### src/rtl/line_pkg.sv
// Shared types for the tile-line display path: tile codes and tile geometry.
package line_pkg;

    typedef enum logic [1:0] {
        CODE_BLANK = 2'd0,
        CODE_RIGHT = 2'd1,
        CODE_LEFT  = 2'd2,
        CODE_RESV  = 2'd3
    } code_t;

    localparam int TILE_W = 8;
    localparam int TILE_H = 8;

endpackage

### src/rtl/line_rom.sv
// Glyph ROM: 8x8 tile rows addressed by {code, row}; bit 7 is the leftmost pixel.
module line_rom
    import line_pkg::*;
(
    input  logic [4:0] addr_i,
    output logic [7:0] data_o
);

    code_t code;

    always_comb begin
        code   = code_t'(addr_i[4:3]);
        data_o = 8'h00;
        // Vertical strokes on either tile edge; BLANK and RESV stay empty.
        case (code)
            CODE_RIGHT: data_o = 8'b0000_0001;
            CODE_LEFT:  data_o = 8'b1000_0000;
            default:    data_o = 8'h00;
        endcase
    end

endmodule

### src/rtl/line_tile_renderer.sv
// Maps DrawX/DrawY onto a grid of 8x8 tiles, looks up the glyph bit via line_rom
// and produces registered pixel_on/highlight/in_grid with a fixed 2-cycle latency.
module line_tile_renderer
    import line_pkg::*;
#(
    parameter int ORIGIN_X = 64,
    parameter int ORIGIN_Y = 96,
    parameter int TILES_X  = 16,
    parameter int TILES_Y  = 8,
    parameter int MAP_AW   = 7
) (
    input  logic              Clk,
    input  logic              Reset_n,
    input  logic [9:0]        DrawX,
    input  logic [9:0]        DrawY,
    input  logic              blank_n,
    input  logic              map_we,
    input  logic [MAP_AW-1:0] map_waddr,
    input  logic [1:0]        map_wdata,
    input  logic              step_tick,
    input  logic              step_clr,
    output logic [3:0]        step_pos,
    output logic              pixel_on,
    output logic              highlight,
    output logic              in_grid
);

    localparam int          MAP_N = TILES_X * TILES_Y;
    localparam logic [9:0]  X_LO  = 10'(ORIGIN_X);
    localparam logic [9:0]  X_HI  = 10'(ORIGIN_X + TILE_W * TILES_X);
    localparam logic [9:0]  Y_LO  = 10'(ORIGIN_Y);
    localparam logic [9:0]  Y_HI  = 10'(ORIGIN_Y + TILE_H * TILES_Y);
    localparam logic [3:0]  STEP_LAST = 4'(TILES_X - 1);

    code_t             map_q [MAP_N];
    logic [3:0]        step_q;

    logic [9:0]        dx, dy;
    logic [6:0]        tx, ty;
    logic              grid_hit;
    logic [MAP_AW-1:0] map_ridx;
    code_t             code_d;

    code_t             code_q;
    logic [2:0]        py_q, px_q;
    logic              in_grid1_q, blank1_q, col_hit_q;

    logic [7:0]        rom_data;
    logic              pixel_on_q, highlight_q, in_grid_q;

    always_comb begin
        dx       = DrawX - X_LO;
        dy       = DrawY - Y_LO;
        tx       = dx[9:3];
        ty       = dy[9:3];
        grid_hit = (DrawX >= X_LO) && (DrawX < X_HI) && (DrawY >= Y_LO) && (DrawY < Y_HI);
        map_ridx = MAP_AW'(int'(ty) * TILES_X + int'(tx));
        code_d   = grid_hit ? map_q[map_ridx] : CODE_BLANK;
    end

    // Tile map: the read above sees the pre-write contents, so a same-cycle
    // read of the entry being written returns the old code.
    always_ff @(posedge Clk or negedge Reset_n) begin
        if (!Reset_n) begin
            for (int i = 0; i < MAP_N; i++) map_q[i] <= CODE_BLANK;
        end else if (map_we && (int'(map_waddr) < MAP_N)) begin
            map_q[map_waddr] <= code_t'(map_wdata);
        end
    end

    always_ff @(posedge Clk or negedge Reset_n) begin
        if (!Reset_n) begin
            step_q <= '0;
        end else if (step_clr) begin
            step_q <= '0;
        end else if (step_tick) begin
            step_q <= (step_q == STEP_LAST) ? 4'd0 : step_q + 4'd1;
        end
    end

    always_ff @(posedge Clk or negedge Reset_n) begin
        if (!Reset_n) begin
            code_q     <= CODE_BLANK;
            py_q       <= '0;
            px_q       <= '0;
            in_grid1_q <= 1'b0;
            blank1_q   <= 1'b0;
            col_hit_q  <= 1'b0;
        end else begin
            code_q     <= code_d;
            py_q       <= dy[2:0];
            px_q       <= dx[2:0];
            in_grid1_q <= grid_hit;
            blank1_q   <= blank_n;
            col_hit_q  <= (tx == 7'(step_q));
        end
    end

    line_rom u_line_rom (
        .addr_i ({code_q, py_q}),
        .data_o (rom_data)
    );

    always_ff @(posedge Clk or negedge Reset_n) begin
        if (!Reset_n) begin
            pixel_on_q  <= 1'b0;
            highlight_q <= 1'b0;
            in_grid_q   <= 1'b0;
        end else begin
            pixel_on_q  <= rom_data[3'd7 - px_q] & in_grid1_q & blank1_q;
            highlight_q <= col_hit_q & in_grid1_q & blank1_q;
            in_grid_q   <= in_grid1_q & blank1_q;
        end
    end

    assign step_pos  = step_q;
    assign pixel_on  = pixel_on_q;
    assign highlight = highlight_q;
    assign in_grid   = in_grid_q;

endmodule

### config.mk
export PLATFORM = sky130hd
export DESIGN_NAME = line_tile_renderer
export DESIGN_NICKNAME = d
export VERILOG_FILES = /design/src/rtl/line_pkg.sv /design/src/rtl/line_rom.sv /design/src/rtl/line_tile_renderer.sv
export SDC_FILE = /design/constraint.sdc
export NUM_CORES = 1
export LEC_CHECK = 0
export CAP_MARGIN = 25
export CORE_MARGIN = 2
export CORE_UTILIZATION = 44
export CTS_BUF_LIST = sky130_fd_sc_hd__clkbuf_8
export DETAILED_ROUTE_END_ITERATION = 16
export PLACE_DENSITY = 0.67
export SLEW_MARGIN = 10
export SYNTH_ARGS = -nofsm -noshare
export SYNTH_HDL_FRONTEND = slang
export SYNTH_HIERARCHICAL = 1
export SYNTH_SLANG_ARGS = --single-unit
### constraint.sdc
create_clock -name Clk -period 3.9 [get_ports Clk]
set_input_delay 0.39 -clock Clk [delete_from_list [all_inputs] [get_ports Clk]]
set_output_delay 0.39 -clock Clk [all_outputs]
set_load 0.01 [all_outputs]
**Word level (Yosys, flattened, before mapping)**

Index checks and enable logic that the tools add are counted.
Widths: inputs -> output; s select.

- Bits in registers: 271
- Bits of input ports: 35
- Output and inout port bits: 7
- Word-level logic and storage cells: 179

- Add/sub/neg operators: 5
- Magnitude comparators: 8
- Equal/unequal tests: 4
- Multiplexer cells: 13
- Bitwise operators: 7
- Reductions and logical operators: 5

Operators by type and width:

| kind | number |
|---|---|
| $bwmux 256 | 1 |
| $ge 10x7->1 const B | 2 |
| $lt 10x8->1 const B | 2 |
| $ge 8x8->1 const B | 2 |
| $not 7->8 | 2 |
| $pmux 8 s2 | 1 |
| $bmux 2 s7 | 1 |
| $demux 2 s7 | 1 |
| $mux 4 | 3 |
| $sub 10x7->10 const B | 1 |
| $lt 8x1->1 const B | 1 |
| $mux 2 | 4 |
| $add 7x7->7 | 1 |
| $eq 7x4->1 | 1 |
| $sub 6x6->6 const B | 1 |
| $and 1x1->1 | 5 |
| $add 4x1->4 const B | 1 |
| $eq 4x4->1 const B | 1 |
| $logic_and 1x1->1 | 4 |
| $lt 3x4->1 const B | 1 |
| $bmux 1 s3 | 1 |
| $sub 3x3->3 const A | 1 |
| $eq 2x1->1 const B | 1 |
| $eq 2x2->1 const B | 1 |
| other kinds (2) | 2 |

**Longest topological paths before layout**

Gate-level depths: netlist of run 1.

- Depth in word-level cells: 7
- Gate-level depth with buffers: 11
- Depth with buffers taken out: 9

**Modules after synthesis**

Netlist of run 1, hierarchy kept.

Modules (own cells, without submodules):

| module | instances | cells an instance | area each (um^2) | sequential area each (um^2) |
|---|---|---|---|---|
| line_tile_renderer | 1 | 1021 | 13397.8 | 6856.6 |
| line_rom | 1 | 9 | 63.8 | 0.0 |

**Least setup slack after synthesis of run 1**

No wires, ideal clock.

- Kind: input to register
- Start: input DrawX[6]
- End: register code_q[0]
- Library setup time: 0.078 ns
- Arrival time: 2.053 ns
- Data required time: 3.822 ns
- Setup slack: 1.769 ns
- Cell stages on the path: 11
- Buffers on the path: 2
- Cell sequence: inv_1 ha_1 inv_1 ha_1 clkbuf_1 and2_1 clkbuf_1 o211ai_1 nand3_1 o221ai_1 a21boi_1

- Cells in the longest elaborated chain, start to end: 7
- Elaborated cells on any way between the ends: 12
- Classes of those cells: 2 x add/sub; 2 x order compare; 4 x mux; 1 x bitwise; 3 x reduce/logical

RTL lines:

| what | line | text |
|---|---|---|
| from (decl) | line_tile_renderer.sv:14 | `input logic [9:0] DrawX,` |
| $sub 10x7->10 | line_tile_renderer.sv:52 | `dx = DrawX - X_LO;` |
| $add 7x7->7 | line_tile_renderer.sv:57 | `map_ridx = MAP_AW'(int'(ty) * TILES_X + int'(tx));` |
| $not 7->8 (not written as such) | line_tile_renderer.sv:58 | `code_d = grid_hit ? map_q[map_ridx] : CODE_BLANK;` |
| $bmux 2 s7 | line_tile_renderer.sv:58 |  |
| $mux 2 (not written as such) (2 in series) | line_tile_renderer.sv:58 |  |
| $mux 2 (*) | line_tile_renderer.sv:58 |  |
| named net code_d[0] | line_tile_renderer.sv:42 | `code_t code_d;` |
| to (signal assigned) | line_tile_renderer.sv:90 | `code_q <= code_d;` |
| to (decl) | line_tile_renderer.sv:44 | `code_t code_q;` |

Mark *: on every way through the listed nets, which the timed path passes. The rest lies on a longest branch. The select of a mux whose other input is x is not followed.
A chain may end at the register's enable or synchronous reset.

**Final worst setup path of run 1**

- Start: input DrawX[6]
- End: register code_q[1]

The elaborated chain is that of the path after synthesis.

==> results of run 1 <==
==> routing by layer <==
metal	up-vias	part of all wire, %	GRT usage [%]
li1	3796	-	-
met1	4433	45	28.5
met2	206	47	33.9
met3	56	5.1	3.30
met4	0	2.2	5.79
met5	-	0	0
==> stage by stage <==
stage                     instances  util, %
after floorplan                1032        -
after global routing           1486     50.3
after detailed placement       1404     47.0
after CTS                      1486     50.3
final                          1486     50.3
after global placement         1404     47.0
==> final cells by class <==
type / count / area, um2
sequential: 271 / 6780
fill: 2609 / 14800
clock buffer: 66 / 908
inverter: 4 / 15.0
timing repair buffer: 64 / 578
tap: 390 / 488
clock inverter: 15 / 61.3
multi-input combinational: 676 / 6150
==> repair_timing <==
action | 4_1_cts | 5_1_grt
endpoints found under the setup margin | 0 | 0
hold buffers | 1 | 0
endpoints found under the hold margin | 105 | 0
==> layout by cell type (no fill, tap or decap), types with 3 or more instances in the layout <==
cell	instances
sky130_fd_sc_hd__dfrtp_1	271
sky130_fd_sc_hd__mux2_2	256
sky130_fd_sc_hd__nand2_1	108
sky130_fd_sc_hd__clkbuf_8	66
sky130_fd_sc_hd__mux2i_1	56
sky130_fd_sc_hd__nor2_1	52
sky130_fd_sc_hd__mux4_2	34
sky130_fd_sc_hd__clkdlybuf4s50_1	32
sky130_fd_sc_hd__buf_4	27
sky130_fd_sc_hd__a22oi_1	24
sky130_fd_sc_hd__nand3_1	16
sky130_fd_sc_hd__inv_1	15
sky130_fd_sc_hd__nor2b_1	13
sky130_fd_sc_hd__nor3_1	12
sky130_fd_sc_hd__nand2b_1	11
sky130_fd_sc_hd__a211oi_1	8
sky130_fd_sc_hd__mux4_1	8
sky130_fd_sc_hd__and3_1	7
sky130_fd_sc_hd__nor4_1	7
sky130_fd_sc_hd__xor2_1	6
sky130_fd_sc_hd__conb_1	6
sky130_fd_sc_hd__a31oi_1	5
sky130_fd_sc_hd__ha_1	5
sky130_fd_sc_hd__o211ai_1	4
sky130_fd_sc_hd__xnor2_1	4
sky130_fd_sc_hd__o221ai_1	4
sky130_fd_sc_hd__or2_2	4
sky130_fd_sc_hd__clkinv_2	4
sky130_fd_sc_hd__a21oi_1	3
sky130_fd_sc_hd__a311oi_1	3
sky130_fd_sc_hd__and2_1	3
==> final timing paths <==
path | end | start
worst max-delay path | code_q[1] | DrawX[6]
worst min register to register | highlight | col_hit_q
worst max register to register | code_q[1] | map_q[41]
min in group asynchronous | map_q[34] | Reset_n
worst min-delay path | blank1_q | blank_n
max in group asynchronous | map_q[252] | Reset_n
==> state kept, by name (all words and copies together), names as in the netlist <==
| name | cells |
|---|---|
| map_q | 256 |
| step_pos | 4 |
| px_q | 3 |
| code_q | 2 |
| blank1_q | 1 |
| col_hit_q | 1 |
| highlight | 1 |
| in_grid | 1 |
| in_grid1_q | 1 |
| pixel_on | 1 |
==> critical path, delay by kind of cell <==
kind	cells	cell delay (ns)
buffers and inverters	3	0.69
AOI/OAI and AO/OA	3	0.56
and+or+nand+nor	2	0.63
adders and majority gates	2	0.90
==> power groups by stage <==
stage | Clock [uW] | Sequential (uW) | Combinational [uW]
5_1_grt | 2830 | 3170 | 835
4_1_cts | 2680 | 3150 | 774
3_5_place_dp | 0 | 3200 | 771
2_1_floorplan | 0 | 3150 | 539
6_report | 2630 | 3150 | 766
3_3_place_gp | 0 | 3190 | 755
==> run summary, run 1 <==
The horizontal die dimension is 178 um. The post-cts sizing count came out at 0. The cell count after synthesis came out at 1027. The TritonCTS clock tree is built. The worst-margin pin slew is 0.986 ns. The tightest slew margin relative to the limit came out at 34.3%.

Combinational cells account for between 10% and 20% of the total power. Along the worst hold path, the cell count comes to 1. The worst-case clock buffer depth came out at 3. The area growth from synthesis to layout is 11.9%. The synthesized area per cell is 13.0 um2.

The relative contribution of the clock network to total power is between 40% and 50%. The fraction of layout instances using a drive strength above 1 is 36.8%. The leakage power of the design came out at 0.00700 uW. The total inserted antenna cells is 0.

The total vias in the final route came out at 8491. Global routing used 20.7% of the available tracks. The number of buffers added for setup after CTS is 0. Subtracting the final worst setup slack from the clock period gives 2.72 ns. The flow ran to the end, and the final reports show no timing, DRC or antenna violations. The estimated wirelength of the detail-placed design is just over 20000 um. Buffers placed on the I/O ports in this run total 38. The power density relative to cell area came out at 437 nW/um2. The layout net count came out at 1104. The count of cells along the worst register-to-register path is 6.

The die area is 31800 um2. The row count is 63. Buffers inserted during clock tree synthesis total 46. The setup slack of the worst register-to-register path is 1.83 ns. The global-route congestion overflow total came out at 0. The wire length of the first global-routing pass came out at ~51000 um.

The path class of the tightest hold or removal check is input port to register. The DRC marker count from the first detailed-route iteration is ~610. STA classifies the critical path startpoint as an input port. The share of the clock period used by the worst path after layout came out at 69.8%. STA classifies the critical path endpoint as a register. The number of global-route vias before repair is 8881.

Using the TritonRoute via totals, the vias-per-cell ratio works out to 5.71. The cell area after layout came out at about 15000 um2. The smallest setup slack after layout is 1.18 ns. Setup repair after global routing left no endpoint under its margin.

The switching component of the power came out at 1650 uW. The worst slack at placement came out at 0.651 ns. The number of top-level pins is 42. The source-to-sink clock delay at the later pin of the worst-skew pair came out at 0.55 ns. The sum of internal, switching and leakage power came out at 6540 uW. The clock sink count came out at 271. The area inside the core boundary is between 20000 and 30000 um2. The maximum VDD drop is 0.200 mV. Timing would allow up to approximately 370 MHz. The post-route setup TNS is 0 ns. The H-tree generated during clock tree synthesis spans 2 levels. The library cell used as clock root buffer is sky130_fd_sc_hd__clkbuf_8.

The setup clock skew after layout came out at 0.0122 ns. The post-detailed-placement cell area is ~14000 um2. The switching fraction of total power came out at 25.2%. The largest fanout on the critical path is 10. Traced cell by cell, the critical path runs through clkdlybuf4s50_1 -> inv_1 -> ha_1 -> inv_1 -> ha_1 -> nor2b_1 -> nand2_1 -> o211ai_1 -> o221ai_1 -> a21boi_1. The first-pass iteration count of the detailed router came out at 5. The average wire per standard cell is 21.2 um. The internal power of the cells is 4890 uW. The signal arrival time at the worst endpoint is 3.19 ns. The final max-slew violation count came out at 0. The remaining antenna violation count after routing is 0. The number of design rule violations left after detail routing is 0. The initial antenna violation count came to 0. The largest net degree at the start of global routing came out at 109. Summing every instance area after synthesis gives 13400 um2.

The yosys synthesis warning count is 6. Setup violations remaining at the end of the flow were counted as 0. The critical path in this run is classified as input port to register. The data required time at the worst endpoint came out at ~4.4 ns. The vertical extent of the die came out at ~180 um.

The hold violation total from the final report came out at 0. The maximum single-stage delay on the critical path came out at 0.56 ns. At the end of routability-driven placement, the weighted congestion stood at about 0.81. The sum of routed wire length over all layers came out at around 31000 um. The max-cap check violation count came out at 0. The sequential fraction of design power is 48.1%. The slowest library cell on the worst path is sky130_fd_sc_hd__ha_1. The worst hold slack across all endpoints is just under 0.3 ns.

The initial utilization of the core area, before any placement, comes to about 45%. Clock-pin slew was measured on the worst setup and hold paths at 0.06 ns.
Note: power is estimated with default switching activity, not from simulation.
==> inputs of run 2 (changes only) <==
==> constraint.sdc (replaced) <==
create_clock -name Clk -period 2.8 [get_ports Clk]
set_input_delay 0.28 -clock Clk [delete_from_list [all_inputs] [get_ports Clk]]
set_output_delay 0.28 -clock Clk [all_outputs]
set_load 0.01 [all_outputs]
==> run 2 against run 1 <==
Effect of this change: cell area increased by 1.6%; hold slack worse by 0.12 ns; critical path type unchanged; largest power group unchanged; worst setup slack got worse by 0.63 ns.
==> run summary, run 2 (same netlist as run 1, synthesis figures left out) <==
The final critical path time including I/O delays and setup is around 2.2 ns. The data required time at the worst endpoint is 3.28 ns (was 4.37 ns). The number of global-route vias before repair is 8990 (was 8881). The relative contribution of the clock network to total power is 39.6% (was 40.2%). The setup clock skew after layout is 0.0271 ns (was 0.0122 ns). The signal arrival time at the worst endpoint came out at 2.72 ns (was 3.19 ns). The number of design rule violations left after detail routing is 0 (unchanged).

The area growth from synthesis to layout is 13.7% (was 11.9%). The capturing element type of the critical path was a register (unchanged). The number of buffers added by the clock tree synthesis step came out at 45 (was 46). The startpoint of the worst hold path is blank_n (unchanged). The combinational fraction of design power is 12.1% (was 11.7%). The number of buffers inserted for hold repair after clock tree synthesis came out at 1 (unchanged). The internal power of the cells came out at 6790 uW (was 4890 uW). The post-cts sizing count came out at 0 (unchanged). The estimated wirelength of the detail-placed design is 20600 um (was 20500 um). The worst-margin pin slew is 0.816 ns (was 0.986 ns). The max-cap check violation count is 0 (unchanged). The global-route congestion overflow total is 0 (unchanged). The maximum single-stage delay on the critical path came out at 0.57 ns (was 0.56 ns). The source of the worst register-to-register timing path is map_q[41] (unchanged). The clock transition at the register clock pins on the worst setup and hold paths after CTS was 0.06 ns (about the same).

The largest fanout on the critical path is 2 (was 10). The layout net count came out at 1131 (was 1104). The count of endpoints failing setup in the final report came out at 0 (unchanged).

The total vias in the final route is 8523 (was 8491). The number of buffers added on ports is 38 (unchanged). Critical path cell sequence: clkdlybuf4s50_1 -> inv_1 -> ha_1 -> inv_1 -> ha_1 -> fa_1 -> xnor2_1 -> xor2_1 -> o221ai_1 -> a21boi_1 (was clkdlybuf4s50_1 -> inv_1 -> ha_1 -> inv_1 -> ha_1 -> nor2b_1 -> nand2_1 -> o211ai_1 -> o221ai_1 -> a21boi_1). The library cell used as clock root buffer is sky130_fd_sc_hd__clkbuf_8 (unchanged). The largest net degree at the start of global routing is 86 (was 109).

The first-pass iteration count of the detailed router is 5 (unchanged). Top library cells by usage in the layout, fill and taps aside: sky130_fd_sc_hd__dfrtp_1, sky130_fd_sc_hd__mux2_2, sky130_fd_sc_hd__nand2_1, sky130_fd_sc_hd__clkbuf_8, sky130_fd_sc_hd__mux2i_1 (unchanged). The slowest library cell on the worst path is sky130_fd_sc_hd__clkdlybuf4s50_1 (was sky130_fd_sc_hd__ha_1). The initial antenna violation count is 0 (unchanged).

The leakage power of the design came to 0.00716 uW (was 0.00700 uW). The worst-case clock buffer depth came out at 3 (unchanged). The critical path class is input port to register (unchanged).

The sum of internal, switching and leakage power is 9080 uW (was 6540 uW). The power density relative to cell area is 596 nW/um2 (was 437 nW/um2). The sort of element at the start of the critical path is an input port (unchanged). Dividing the final minimum period by the clock period gives about four fifths. The number of flip-flops in the largest register is 256 (unchanged). Derived from the worst setup path, the maximum achievable clock frequency is 445 MHz. The hold violation total from the final report is 0 (unchanged).

The smallest setup slack after layout was 0.552 ns (was 1.18 ns). The start point of the critical path is DrawX[6] (unchanged). The area inside the core boundary is 29800 um2 (unchanged). The remaining antenna violation count after routing came out at 0 (unchanged). The horizontal die dimension was 178 um (unchanged). Unrepaired setup endpoints after global routing: no (unchanged). Outcome: completed (unchanged). The fraction of layout instances using a drive strength above 1 is 38.0% (was 36.8%).

The number of buffers added for setup after CTS came out at 0 (unchanged). The total inserted antenna cells is 0 (unchanged). The largest delay contributor family on the critical path is adder cells (unchanged).

The vertical extent of the die is 178 um (unchanged). The wire length of the first global-routing pass is 51700 um (was 50600 um). The switching fraction of total power is 25.2% (about the same). The row count came out at 63 (unchanged).

The aggregate global-route resource usage was 21.1% (was 20.7%). The die area is 31800 um2 (unchanged). The DRC marker count from the first detailed-route iteration is 518 (was 614). The sum of routed wire length over all layers is 31900 um (was 31500 um). The final max-slew violation count is 0 (unchanged). The filler-free cell count of the finished design is 1513 (was 1486).

The initial core utilization came out at 44.9% (unchanged). The average via count per standard cell came out at 5.63 (was 5.71). The maximum VDD drop was 0.272 mV (was 0.200 mV). The tightest slew margin relative to the limit is 45.2% (was 34.3%).

The most common cell after layout, fill and taps aside is sky130_fd_sc_hd__dfrtp_1 (unchanged). The clock sink count was 271 (unchanged). The worst path buffer plus inverter count came out at 3 (unchanged). The source-to-sink clock delay at the later pin of the worst-skew pair came to 0.55 ns (about the same). The TritonCTS clock tree is built (unchanged). The cell count after placement is 1432 (was 1404).

The switching component of the power is 2290 uW (was 1650 uW). The worst slack at placement came out at -0.0345 ns (was 0.651 ns). The weighted congestion at the end of routability-driven global placement came out at 0.843 (was 0.807).

The depth of the CTS H-tree is 2 (unchanged). The sequential fraction of design power is 48.3% (was 48.1%). The register containing the most flip-flops in the final layout is map_q (unchanged). The average wire per standard cell came to 21.1 um (was 21.2 um).

The worst hold path class is input port to register (unchanged). The number of top-level pins came out at 42 (unchanged).
run 2: cell types whose count changed in the layout (fill, tap and decap cells not counted), moves of 2 or more:
| cell | previous run | this run |
|---|---|---|
| sky130_fd_sc_hd__bufinv_16 | 0 | 2 |
| sky130_fd_sc_hd__clkinv_2 | 4 | 8 |
| sky130_fd_sc_hd__clkbuf_8 | 66 | 57 |
| sky130_fd_sc_hd__inv_1 | 15 | 17 |
| sky130_fd_sc_hd__buf_4 | 27 | 49 |
| sky130_fd_sc_hd__buf_12 | 1 | 6 |
run 2: path summary, 6_finish.rpt:
path	end	slack, ns	cells after the start
max in group asynchronous	map_q[118]	1.58	3
min in group asynchronous	map_q[41]	0.31	2
worst min-delay path	blank1_q	0.18	1
worst min register to register	highlight	0.49	1
worst max-delay path	code_q[0]	0.55	10
worst max register to register	code_q[1]	0.90	7
run 2: power by group through the flow:
stage	clock network [uW]	logic, uW	registers (uW)
final	3590	1100	4380
after global routing	3870	1200	4420
after CTS	3670	1110	4380
after detailed placement	0	1110	4450
after global placement	0	1090	4440
after floorplan	0	751	4390
run 2: metal layers:
layer	share of wire [%]	vias to the layer above	global-route usage, %
met5	0	-	0
met1	45	4440	29.3
li1	-	3828	-
met4	1.6	0	5.42
met2	48	210	34.8
met3	5.3	45	3.11
run 2: area by class of cell:
| cell class | count | area (um2) |
|---|---|---|
| Clock buffer | 57 | 785 |
| Clock inverter | 23 | 149 |
| Fill cell | 2569 | 14600 |
| Inverter | 4 | 15.0 |
| Multi-Input combinational cell | 676 | 6140 |
| Sequential cell | 271 | 6780 |
| Tap cell | 390 | 488 |
| Timing Repair Buffer | 92 | 855 |
run 2: metrics by stage:
stage	hold slack (ns)	setup TNS, ns	area, um2	utilization [%]
after global routing	0.171	0	15200	51.1
after CTS	0.160	0	15200	51.1
after global placement	0.301	0	14300	47.9
after detailed placement	0.305	-0.0685	14300	47.9
after floorplan	-0.0156	0	13400	-
final	0.180	0	15200	51.1
